$ cat src/rtl/isa_pkg.sv
// isa_pkg: shared instruction field positions, bubble word, two-word predecode and fetch FSM states
package isa_pkg;
  localparam int TYPE_MSB = 15;
  localparam int TYPE_LSB = 14;
  localparam int FUNC_MSB = 13;
  localparam int FUNC_LSB = 11;
  localparam int RA_MSB = 10;
  localparam int RA_LSB = 8;
  localparam int RB_MSB = 7;
  localparam int RB_LSB = 5;
  localparam logic [15:0] NOP_WORD = 16'h0000;
  typedef enum logic [1:0] {S_VEC, S_RUN, S_IMM} fetch_state_t;
  function automatic logic is_two_word(input logic [15:0] w);
    return w[15:13] == 3'b011;
  endfunction
endpackage

$ cat src/rtl/if_id_reg.sv
// if_id_reg: IF/ID pipeline register with hold and bubble-load controls
module if_id_reg #(
  parameter int PC_W = 16,
  parameter logic [15:0] NOP_WORD = 16'h0000
) (
  input  logic            clk,
  input  logic            reset,
  input  logic            hold,
  input  logic            flush,
  input  logic [15:0]     d_instr,
  input  logic [15:0]     d_imm,
  input  logic [PC_W-1:0] d_pc_next,
  output logic            valid,
  output logic [15:0]     instr,
  output logic [15:0]     imm,
  output logic [PC_W-1:0] pc_next
);
  // hold keeps contents, otherwise load either the bubble or the new instruction
  always_ff @(posedge clk or negedge reset)
    if (!reset) begin
      valid   <= 1'b0;
      instr   <= NOP_WORD;
      imm     <= '0;
      pc_next <= '0;
    end else if (!hold) begin
      valid   <= !flush;
      instr   <= flush ? NOP_WORD : d_instr;
      imm     <= flush ? '0 : d_imm;
      pc_next <= flush ? '0 : d_pc_next;
    end
endmodule

$ cat src/rtl/fetch_stage.sv
// fetch_stage: PC, reset-vector load and one/two-word instruction assembly feeding IF/ID
module fetch_stage
  import isa_pkg::*;
#(
  parameter int PC_W = 16,
  parameter logic [15:0] NOP_WORD = isa_pkg::NOP_WORD
) (
  input  logic            clk,
  input  logic            reset,
  output logic [PC_W-1:0] imem_addr,
  input  logic [15:0]     imem_data,
  input  logic            stall,
  input  logic            redirect,
  input  logic [PC_W-1:0] redirect_pc,
  output logic            if_valid,
  output logic [15:0]     if_instruction,
  output logic [15:0]     if_imm,
  output logic [PC_W-1:0] if_pc_next
);
  localparam logic [PC_W-1:0] ONE = 1;
  fetch_state_t state, state_d;
  logic [PC_W-1:0] pc, pc_d, pc_inc;
  logic [15:0] first_q, first_d, instr_d, imm_d;
  logic emit, hold, flush, live;
  // state, pc and pending opcode registers
  always_ff @(posedge clk or negedge reset)
    if (!reset) begin
      state   <= S_VEC;
      pc      <= '0;
      first_q <= '0;
    end else begin
      state   <= state_d;
      pc      <= pc_d;
      first_q <= first_d;
    end
  // next state: normal sequencing, then redirect and stall override outside S_VEC
  always_comb begin
    pc_inc  = pc + ONE;
    state_d = state;
    pc_d    = pc_inc;
    first_d = first_q;
    emit    = 1'b0;
    instr_d = imem_data;
    imm_d   = '0;
    case (state)
      S_VEC: begin
        pc_d    = PC_W'(imem_data);
        state_d = S_RUN;
      end
      S_RUN: begin
        emit    = !is_two_word(imem_data);
        first_d = emit ? first_q : imem_data;
        state_d = emit ? S_RUN : S_IMM;
      end
      default: begin
        emit    = 1'b1;
        instr_d = first_q;
        imm_d   = imem_data;
        state_d = S_RUN;
      end
    endcase
    live = state != S_VEC;
    if (live && redirect) begin
      pc_d    = redirect_pc;
      state_d = S_RUN;
      first_d = '0;
      emit    = 1'b0;
    end else if (live && stall) begin
      pc_d    = pc;
      state_d = state;
      first_d = first_q;
    end
  end
  // outputs: fetch address from state/pc only, IF/ID hold and bubble controls
  always_comb begin
    imem_addr = state == S_VEC ? '0 : pc;
    hold      = live && stall && !redirect;
    flush     = !emit;
  end
  if_id_reg #(.PC_W(PC_W), .NOP_WORD(NOP_WORD)) u_if_id (
    .clk       (clk),
    .reset     (reset),
    .hold      (hold),
    .flush     (flush),
    .d_instr   (instr_d),
    .d_imm     (imm_d),
    .d_pc_next (pc_inc),
    .valid     (if_valid),
    .instr     (if_instruction),
    .imm       (if_imm),
    .pc_next   (if_pc_next)
  );
endmodule
$ cat config.mk
export PLATFORM = sky130hd
export DESIGN_NAME = fetch_stage
export DESIGN_NICKNAME = d
export VERILOG_FILES = /design/src/rtl/isa_pkg.sv /design/src/rtl/if_id_reg.sv /design/src/rtl/fetch_stage.sv
export SDC_FILE = /design/constraint.sdc
export NUM_CORES = 1
export LEC_CHECK = 0
export CAP_MARGIN = 20
export CORE_MARGIN = 2
export CORE_UTILIZATION = 30
export CTS_BUF_LIST = sky130_fd_sc_hd__clkbuf_2
export CTS_CLUSTER_DIAMETER = 40
export DETAILED_ROUTE_END_ITERATION = 10
export PLACE_DENSITY = 0.66
export SLEW_MARGIN = 25
export SYNTH_ARGS = -nofsm -noshare
export SYNTH_HDL_FRONTEND = slang
export SYNTH_SLANG_ARGS = --single-unit
$ cat constraint.sdc
create_clock -name clk -period 1.71 [get_ports clk]
set_input_delay 0.342 -clock clk [delete_from_list [all_inputs] [get_ports clk]]
set_output_delay 0.342 -clock clk [all_outputs]
set_load 0.05 [all_outputs]
==> results.toml <==
[setup_path]
r2r_slack_ns = -0.14
critPathKind = "flip-flop to primary output"
rr_startpoint = "state[1]"
worstSetupStartpoint = "state[1]"
cp-start-kind = "flip-flop"
cp.arrival_ns = 1.80
setup.worst_path.end_class = "primary output"
cp_max_fo = 8
required_ns = 1.37

[place]
portBuffers = 100
dpl.hpwl_um = 9880
place_inst = 732
place_area_um2 = 5880
routabilityCongestion = 0.857

[timing]
clock.fmax_mhz = 467
fin_crit_sh = 1.25
hold_viol = 0
fin_ws_ns = -0.430
worst_pin_slew_ns = 0.458
slew_headroom = 0.694
skew_ns = 0.0262
rsz0062_at_grt = "true"
drv_slew = 0
period_needed_ns = 2.14
setup_viol = 50
setup_tns_ns = -8.67

[power_and_ir_drop]
power_frac_seq = 0.436
p_comb_frac = 0.378
power_switching_mw = 1.93
leakagePower_nw = 2.95
clock_power_share = 0.186
sw_frac_of_total = 0.381
internal_power_mw = 3.15
p_per_area_nw_per_um2 = 792
ir_worst_vdd_mv = 0.472

[global_route]
grt_pass1_vias = 3949
grt.total_usage = 0.193
grt_overflow_total = 0
antenna_found_initial = 0
grt_max_degree = 35
grt_first_pass_wirelength_um = 21900

[logic_synthesis]
ys_types = 63
syn-cell-area_um2 = 4200
synth_top_area_frac = 0.494
synth_edf_count = 0
synth.largest_area_cell = "dfrtp_1"
synth_ff_type = "dfrtp_1"
synthArstFlopShare = 1.00
yosysSeqAreaShare = 0.494
synth_seq_cells = 83
synthTopCellsByArea = "dfrtp_1 49%, mux2i_1 7.4%, o21ai_0 5.0%"
synthesis.nets = 455
syn_inst = 418
syn_avg_cell_area_um2 = 10.0
yosysMostFrequentCell = "dfrtp_1"
yosys-top-cells-count = "83 x dfrtp_1, 46 x nand2_1, 42 x o21ai_0, 31 x mux2i_1, 27 x nor2_1"
ys.warnings.count = 0

[floorplan]
start_util = 0.305
die_h_um = 122
coreArea_um2 = 13800
row_count = 43
die_x_um = 122
ios = 101
dieArea_um2 = 15000

[drt]
drc = 0
vias = 4001
ant_nets = 0
vias_per_cell = 5.22
initialDrtViolationCount = 299
finalWirelength_um = 14600
firstDrtPassIters = 5
avgRoutedWirePerCell_um = 19.0

[flow_run]
drv_cap = 0

[clock_tree]
htree_levels = 3
clockBufferDepth = 2
ctsRootBufferMaster = "clkbuf_2"
clkSinkCount = 83
insertion_delay_ns = 0.60
clk_pin_slew_ns = 0.24
cts_tree = "done"
cts_made_buffers = 9

[layout]
antenna_cells = 0
layoutNonFillerInstCount = 767
fin_area_um2 = 6420
drive_gt1_frac = 0.363
final_nets = 619
syn_to_final_growth_pct = 52.8

[worst_hold_path]
min_path_type = "input port to async pin"

[outcome]
outcome = "finished, violations left"
violations = "setup timing"
power groups by stage:
stage	clock, mW	sequential [mW]	combinational (mW)
detailed placement	0	2.25	1.75
global placement	0	2.24	1.75
CTS	0.966	2.21	1.84
global route	1.05	2.24	2.02
floorplan	0	2.45	0.729
finish	0.946	2.22	1.92
cell usage in the layout, fill, tap and decap left out, types with 6 or more instances in the layout:
cell type        synthesis  layout
and2_4                   0      13
nand2_1                 46      45
o21ai_0                 42      26
clkbuf_2                 0      10
buf_12                   0      26
dfrtp_1                 83      81
xnor2_1                  8       8
o21ai_1                  0      13
inv_1                    6       6
buf_4                    1     109
clkdlybuf4s50_1          0      34
a22o_1                  16      16
nor2_1                  27      22
mux2i_1                 31      31
nand3_1                 12      12
nor3_1                   9       9
a21oi_1                 17      17
routing by layer:
layer,vias to the layer above,global-route usage,part of all wire
met5,-,0,0
met4,0,0.0927,0.032
met3,34,0.0353,0.062
met2,167,0.307,0.48
met1,1974,0.253,0.43
li1,1826,-,-
per-stage QoR:
step / hold slack (ns) / setup slack (ns) / utilization / power, mW
3_3_place_gp: 0.314 / -0.277 / 0.427 / 3.99
5_1_grt: 0.208 / -0.484 / 0.466 / 5.31
2_1_floorplan: 0.0464 / -0.0460 / - / 3.18
6_report: 0.194 / -0.430 / 0.466 / 5.08
4_1_cts: 0.196 / -0.469 / 0.448 / 5.02
3_5_place_dp: 0.323 / -0.360 / 0.427 / 4.00
worst paths after layout:
path / to / cells past startpoint
setup / recovery: imem_addr[15] / 4
hold / removal: u_if_id.pc_next[5] / 2
setup reg to reg: u_if_id.pc_next[1] / 10
hold reg to reg: u_if_id.pc_next[7] / 2
max in group asynchronous: state[1] / 3
min in group clk: pc[1] / 3
registers in the layout, indices dropped and copies added, names as in the netlist:
name             cells
u_if_id.imm         16
u_if_id.valid        1
u_if_id.pc_next     16
first_q             16
pc                  16
u_if_id.instr       16
state                2
final cells by class:
class	count	area (um2)
fillers	1306	7360
flip-flops and latches	83	2080
multi-input cells	299	2070
repair buffers	183	1930
well taps	180	225
clock buffers	10	50.0
clock inverters	6	41.3
inverters	6	22.5
repair_timing:
item,4_1_cts,5_1_grt
resized for setup,32,41
endpoints found under the setup margin,16,49
cloned,2,4
hold endpoints to repair,51,0
pin swaps,11,10
hold buffers,1,0
setup buffers,6,7
cells by family (layout without fill, tap and decap cells):
| kind of cell | Yosys count | after routing | share of synthesized area |
|---|---|---|---|
| multiplexers | 31 | 31 | 0.0739 |
| XOR/XNOR | 13 | 13 | 0.0271 |
| buffers and inverters | 36 | 205 | 0.0509 |
| AO/OA/AOI/OAI | 104 | 104 | 0.161 |
| flip-flops | 83 | 83 | 0.494 |
| AND/OR/NAND/NOR | 150 | 150 | 0.189 |
| adder cells (fa/ha/maj) | 1 | 1 | 0.00298 |
critical path, cell delays in order (launching register included):
cell	delay, ns
dfrtp_2	0.46
or2_4	0.30
buf_16	0.16
and2_4	0.16
buf_12	0.14
(Power assumes the default switching activity.)
